### src/rtl/axis_frame_packer.sv
// rtl/axis_frame_packer.sv - packs result words into AXI4-Stream packets with length/flush/timeout framing
module axis_frame_packer #(
  parameter int DATA_WIDTH = 64,
  parameter int LEN_WIDTH  = 16,
  parameter int TO_WIDTH   = 16
) (
  input  logic                  clk,
  input  logic                  rst,
  input  logic [LEN_WIDTH-1:0]  cfg_frame_len,
  input  logic [TO_WIDTH-1:0]   cfg_timeout,
  input  logic                  flush,
  input  logic                  in_valid,
  output logic                  in_ready,
  input  logic [DATA_WIDTH-1:0] in_data,
  output logic                  m_axis_tvalid,
  input  logic                  m_axis_tready,
  output logic [DATA_WIDTH-1:0] m_axis_tdata,
  output logic                  m_axis_tlast,
  output logic [31:0]           pkt_count,
  output logic                  busy
);

  // Pending stage: holds the newest word until we know whether it ends the packet.
  logic                  p_valid;
  logic                  p_last;
  logic [DATA_WIDTH-1:0] p_data;

  // Framing state: words already taken in this packet, and the length latched on its first word.
  logic [LEN_WIDTH-1:0]  cnt;
  logic [LEN_WIDTH-1:0]  len_q;
  logic [TO_WIDTH-1:0]   idle_cnt;

  logic                  o_load_ok;
  logic                  accept;
  logic                  xfer;
  logic [LEN_WIDTH-1:0]  len_eff;
  logic [LEN_WIDTH-1:0]  cnt_inc;
  logic                  in_last;
  logic                  idle_inc;
  logic                  timeout_hit;
  logic                  close_pending;

  // Handshake, framing decisions and late-close requests for the pending word.
  always_comb begin
    o_load_ok     = !m_axis_tvalid || m_axis_tready;
    in_ready      = !rst && (!p_valid || o_load_ok);
    accept        = in_valid && in_ready;
    // A non-last pending word may only leave once its successor arrives,
    // otherwise the tlast decision for it would be lost.
    xfer          = p_valid && o_load_ok && (p_last || accept);
    // The first word of a packet uses the live config; later words use the latched copy.
    len_eff       = (cnt == '0) ? cfg_frame_len : len_q;
    cnt_inc       = cnt + LEN_WIDTH'(1);
    in_last       = flush || ((len_eff != '0) && (cnt_inc == len_eff));
    idle_inc      = p_valid && !p_last && !accept;
    timeout_hit   = idle_inc && (cfg_timeout != '0) &&
                    ((idle_cnt + TO_WIDTH'(1)) == cfg_timeout);
    // Flush/timeout with no new word closes the packet on the word already held;
    // with nothing held, or the held word already last, there is nothing to close.
    close_pending = !accept && p_valid && !p_last && (flush || timeout_hit);
    busy          = p_valid || m_axis_tvalid;
  end

  // Pending stage: refill on accept, drain on transfer, mark last on a late close.
  always_ff @(posedge clk) begin
    if (rst) begin
      p_valid <= 1'b0;
      p_last  <= 1'b0;
      p_data  <= '0;
    end else if (accept) begin
      p_valid <= 1'b1;
      p_last  <= in_last;
      p_data  <= in_data;
    end else if (xfer) begin
      p_valid <= 1'b0;
      p_last  <= 1'b0;
    end else if (close_pending) begin
      p_last  <= 1'b1;
    end
  end

  // Word counter and per-packet length latch; both restart after any last word.
  always_ff @(posedge clk) begin
    if (rst) begin
      cnt   <= '0;
      len_q <= '0;
    end else if (accept) begin
      if (cnt == '0) begin
        len_q <= cfg_frame_len;
      end
      cnt <= in_last ? '0 : cnt_inc;
    end else if (close_pending) begin
      cnt <= '0;
    end
  end

  // Idle timer: runs only while an open (non-last) word is waiting for a successor.
  always_ff @(posedge clk) begin
    if (rst) begin
      idle_cnt <= '0;
    end else if (idle_inc) begin
      idle_cnt <= idle_cnt + TO_WIDTH'(1);
    end else begin
      idle_cnt <= '0;
    end
  end

  // Output register: loads from the pending stage, holds steady while stalled.
  always_ff @(posedge clk) begin
    if (rst) begin
      m_axis_tvalid <= 1'b0;
      m_axis_tlast  <= 1'b0;
      m_axis_tdata  <= '0;
    end else if (xfer) begin
      m_axis_tvalid <= 1'b1;
      m_axis_tlast  <= p_last;
      m_axis_tdata  <= p_data;
    end else if (m_axis_tready) begin
      m_axis_tvalid <= 1'b0;
    end
  end

  // Completed-packet counter, bumped on each tlast handshake; free-running wrap.
  always_ff @(posedge clk) begin
    if (rst) begin
      pkt_count <= '0;
    end else if (m_axis_tvalid && m_axis_tready && m_axis_tlast) begin
      pkt_count <= pkt_count + 32'd1;
    end
  end

endmodule

### config.mk
export PLATFORM = sky130hd
export DESIGN_NAME = axis_frame_packer
export DESIGN_NICKNAME = d
export VERILOG_FILES = /design/src/rtl/axis_frame_packer.sv
export SDC_FILE = /design/constraint.sdc
export NUM_CORES = 1
export LEC_CHECK = 0
export BUFFER_PORTS_ARGS = -buffer_cell sky130_fd_sc_hd__clkbuf_2
export CAP_MARGIN = 20
export CELL_PAD_IN_SITES_DETAIL_PLACEMENT = 0
export CELL_PAD_IN_SITES_GLOBAL_PLACEMENT = 1
export CORE_MARGIN = 1
export CORE_UTILIZATION = 40
export DETAILED_ROUTE_END_ITERATION = 7
export GPL_TIMING_DRIVEN = 0
export PLACE_DENSITY = 0.81
export SYNTH_ARGS = -nofsm -noshare
export SYNTH_HDL_FRONTEND = slang
export SYNTH_SLANG_ARGS = --single-unit
### constraint.sdc
create_clock -name clk -period 3.6 [get_ports clk]
set_input_delay 0.36 -clock clk [delete_from_list [all_inputs] [get_ports clk]]
set_output_delay 0.36 -clock clk [all_outputs]
set_load 0.005 [all_outputs]
# Yosys cells after proc, flatten, opt, wreduce, memory -nomap -nowiden
# Index checks and enable logic that the tools add are counted.
# word_totals
reg_bits	212
input_bits	101
output_inout_bits	100
word_cells	60
# classes
eq_ne	2
n_bitwise	1
add_sub_neg	3
mux	11
reduce_logical	33
# op_table
op	n
16-bit 2-to-1 mux	4
16-bit by 1-bit adder with 16-bit output (second input constant)	2
32-bit by 1-bit adder with 32-bit output (second input constant)	1
16-bit equality test	2
16-bit nonzero test	2
16-bit zero test	1
1-bit logical AND	14
1-bit 2-to-1 mux	7
1-bit logical OR	6
2-bit nonzero test	3
1-bit zero test	5
3-bit nonzero test	1
2-bit OR reduction	1
1-bit NOT	1

# Longest topological paths before layout
# depth
word_depth	14
depth_mapped	14
depth_no_buf	11

# Worst setup path before layout
# OpenSTA, ideal clock, no wires.
# synth_path
path_kind	register to register
start	reg cnt[0]
end	reg cnt[14]
t_arrival_ns	2.922
synth_period_minus_slack_ns	3.042
required_time_ns	3.480
path_slack_ns	0.558
path_stages_with_launch	14
setup_ns	0.120
n_path_buf	2
path_cell_list	dfxtp_1 > inv_1 > ha_1 > nor4b_4 > and4_1 > buf_4 > or3b_2 > a31oi_1 > o2111ai_1 > or4_1 > o211ai_2 > buf_6 > nor3_2 > a211o_1
# synth_via
elab_chain_len	7
word_cells_on_any_way	9
classes_between	add/sub: 1; eq/ne: 1; mux: 3; reduce/logical: 4
# synth_rtl
element	line_no	rtl
start: declaration	29	logic [LEN_WIDTH-1:0] cnt;
start signal: assignment	91	cnt <= in_last ? '0 : cnt_inc;
parallel branches: the longest is 5 deep, another holds 16-bit by 1-bit adder with 16-bit output	-	
16-bit 2-to-1 mux (*)	91	
16-bit 2-to-1 mux (*)	87	end else if (accept) begin
# Every way passes the cells marked *.
# A chain may end at the register's enable or synchronous reset.

# Final worst setup path
# layout_path
start	reg cnt[2]
end	reg cnt[14]
# Same word-level chain as after synthesis.

==> results.ini <==
[layout]
utilization_pct=51.1
nFillCells=2249
area_delta_synth_final_pct=24.8
antennaDiodeCount=0
drive_gt1_share_pct=19.9
multi_input_area_um2=4710
nNetsFinal=1477
regArea_um2=4250

[clocking]
cts.sinks=212
cts-buffers-inserted=25
clkTransAtPathRegs_ps=60
insertion_delay_ps=520
cts_max_level=1
holdBufCountCts=0
clock-root-buffer=clkbuf_16
clockBufferDepth=3
cts_tree=built

[yosys]
synth_area_um2=9310
async_flop_share_pct=0
yosysUniqueCellTypes=59
synth_warnings=0
ys.flop_type=dfxtp_1
synth_nets=1249
ys_ff_latch=212
seq_area_frac_synth_pct=45.6
syn_inst=1144
syn_area_per_cell_um2=8.14
synth_edf_count=0

[drt]
routed_wl_um=25500
viasPerCell=5.04
postRouteAntennaNets=0
vias=8449
drcViolationCount=0
wl_per_cell_um=15.2
detail_route.iter0.violations=440
drtPass1Iterations=6

[power_and_ir_drop]
switching_share_pct=23.6
pwr-share-seq_pct=44.0
p_per_area_nw_per_um2=489
p_leak_nw=4.58
ir_worst_vdd_mv=0.306
switchingPower_w=0.00134
p_int_w=0.00434
pwr-share-comb_pct=8.2
power.share.clock_pct=47.8

[global_routing]
grt_usage_pct=21.4
grt_overflow=0
antenna_found_initial=2
grt_max_degree=14
grt_pass1_vias=8053
grt_first_pass_wirelength_um=41400

[critical_path]
slowest_stage=or4_4
worstPathRequired_ps=4000
crit_fanout=10
rr_startpoint=cnt[2]
startpoint=cnt[2]
cp_top_family=simple AND/OR/NAND/NOR gates
cp.arrival_ps=3800
crit_buf_inv=4
crit_top_cell=buf_6
cp_cell_sequence=buf_6, nor4_2, and4_1, buf_4, buf_12, mux2i_2, xnor2_1, nand4_1, or4_4, o211ai_4, buf_6, nor3_2, a211o_1
crit_path_start_kind=flip-flop
slowest_delay_ps=570
crit_type=reg2reg
end_kind=flip-flop

[timing]
finalSetupTns_ps=0
tightest_slew_ps=661
finalCritPeriodShare_pct=94.6
slew-limit-headroom_pct=55.6
setup_violations=0
grt_setup_unrepaired=false
min_period_ps=3400
finalHoldViolations=0
maxSlewViolCount=0
clock.fmax_mhz=294
finalClockSkew_ps=12.4

[run]
maxCapViolCount=0

[floorplanning]
start_util_pct=41.0
rows=55
pin_count=201
die_area_um2=23900
die_x_um=155
core-area_um2=22700
fp.dieH_um=155

[placement]
dp_hpwl_um=18500
portBuffers=200
finalWeightedCongestion=0.865

[outcome]
status=finished, final reports clean

[worst_hold_path]
hp-class=in2reg
hold_start=in_data[39]

-- cell usage after synthesis (all sizes together) (3+ instances only) --
master | instances | area share (%)
or3 | 7 | 0.47
and4 | 9 | 0.85
clkbuf | 61 | 2.5
a21o | 3 | 0.24
buf | 19 | 1.2
nor4 | 22 | 1.8
and2 | 8 | 0.54
nor2 | 65 | 2.6
o21ai | 94 | 5.1
inv | 11 | 0.44
a31oi | 5 | 0.34
mux2i | 15 | 1.6
nor3 | 10 | 0.59
xor2 | 40 | 3.8
nor4b | 5 | 0.63
nor2b | 5 | 0.34
dfxtp | 212 | 46
a21oi | 79 | 4.2
nand4 | 23 | 1.5
nand2b | 87 | 5.8
xnor2 | 39 | 3.7
or4 | 3 | 0.24
o211ai | 6 | 0.54
nand2 | 258 | 10
ha | 4 | 0.54
nand3 | 16 | 0.86
or2 | 4 | 0.27
and3 | 8 | 0.54
a211o | 3 | 0.28
-- worst reg2reg max path: cells and delay by family (launching register included) --
kind                      cells  cell delay [ps]
AOI/OAI and AO/OA             2              530
xor gates and xnor gates      1              160
and+or+nand+nor               5             1390
DFF                           1              310
buffers and inverters         4              630
muxes                         1              250
-- cell type report --
type	instances	area share, %
Multi-Input combinational cell	841	40.6
Tap cell	285	3.07
Sequential cell	212	36.6
Inverter	11	0.356
Clock inverter	13	1.55
Buffer	80	3.00
Timing Repair Buffer	201	8.68
Clock buffer	32	6.22
-- power groups by stage --
stage	logic [W]	clock network, W	registers [W]
2_1_floorplan	0.000275	0	0.00254
3_3_place_gp	0.000460	0	0.00255
3_5_place_dp	0.000464	0	0.00255
4_1_cts	0.000467	0.00278	0.00250
5_1_grt	0.000524	0.00287	0.00251
6_report	0.000466	0.00271	0.00250
-- stage by stage --
stage / cell area, um^2 / instances / hold WS, ps / setup WS, ps / total power (W)
floorplan: 9310 / 1144 / 432 / 558 / 0.00281
global placement: 10700 / 1629 / 438 / 6.21 / 0.00301
detailed placement: 10700 / 1629 / 443 / 23.7 / 0.00301
CTS: 11600 / 1674 / 14.8 / 6.79 / 0.00574
global route: 11600 / 1675 / 40.8 / 3.36 / 0.00590
finish: 11600 / 1675 / 38.9 / 196 / 0.00568
-- sequential cells by signal, indices dropped and copies added, names as in the netlist, 16 cells and up --
signal,flops
cnt,16
idle_cnt,16
len_q,16
m_axis_tdata,64
p_data,64
pkt_count,32
-- worst paths after layout --
kind | endpoint | slack (ps) | cells after the start
hold reg to reg | m_axis_tdata[26] | 450 | 2
setup reg to reg | cnt[14] | 200 | 13
hold / removal | p_data[39] | 40 | 3
setup / recovery | cnt[14] | 200 | 13
-- logic make-up after synthesis --
group / count (synthesis) / share of synthesized area (%)
adders and majority gates: 4 / 0.538
muxes: 15 / 1.61
AOI/OAI and AO/OA: 206 / 12.1
buffers and inverters: 91 / 4.17
DFF: 212 / 45.6
xor gates and xnor gates: 81 / 7.92
and+or+nand+nor: 535 / 28.0
-- layer usage --
metal	vias up	GRT usage (%)	part of all wire (%)	wire (um)
li1	4284	-	-	-
met1	3904	28.5	46	11700
met2	215	33.5	44	11300
met3	44	6.11	7.4	1890
met4	2	6.27	2.6	671
met5	-	0	0.047	12
-- cells in the final DEF, fill, tap and decap left out, types with 4 or more instances in the layout --
master | netlist | routed
nand4_1 | 23 | 23
clkbuf_2 | 2 | 203
xnor2_1 | 39 | 39
clkbuf_8 | 0 | 7
nand3_1 | 16 | 16
nor4_1 | 18 | 17
dfxtp_1 | 212 | 211
ha_1 | 4 | 4
nor4b_1 | 4 | 4
nor2_1 | 65 | 65
nand2b_1 | 87 | 87
or3_1 | 7 | 7
clkbuf_1 | 59 | 58
a31oi_1 | 5 | 5
clkbuf_16 | 0 | 25
or2_2 | 4 | 4
buf_2 | 7 | 7
nor3_1 | 9 | 8
o21ai_0 | 94 | 94
inv_1 | 11 | 11
bufinv_16 | 0 | 4
nand2_1 | 258 | 258
mux2i_1 | 15 | 14
o211ai_1 | 5 | 5
clkinv_2 | 0 | 4
nor2b_1 | 5 | 5
a21oi_1 | 79 | 79
and4_1 | 9 | 9
xor2_1 | 40 | 40
and3_1 | 8 | 8
buf_1 | 8 | 8
and2_1 | 8 | 8
-- repair_timing --
action | in CTS | in global routing
hold endpoints to repair | 0 | 0
setup buffers | 0 | 1
resized for setup | 0 | 9
endpoints found under the setup margin | 0 | 17
No activity file was read; power rests on OpenSTA's default activity.
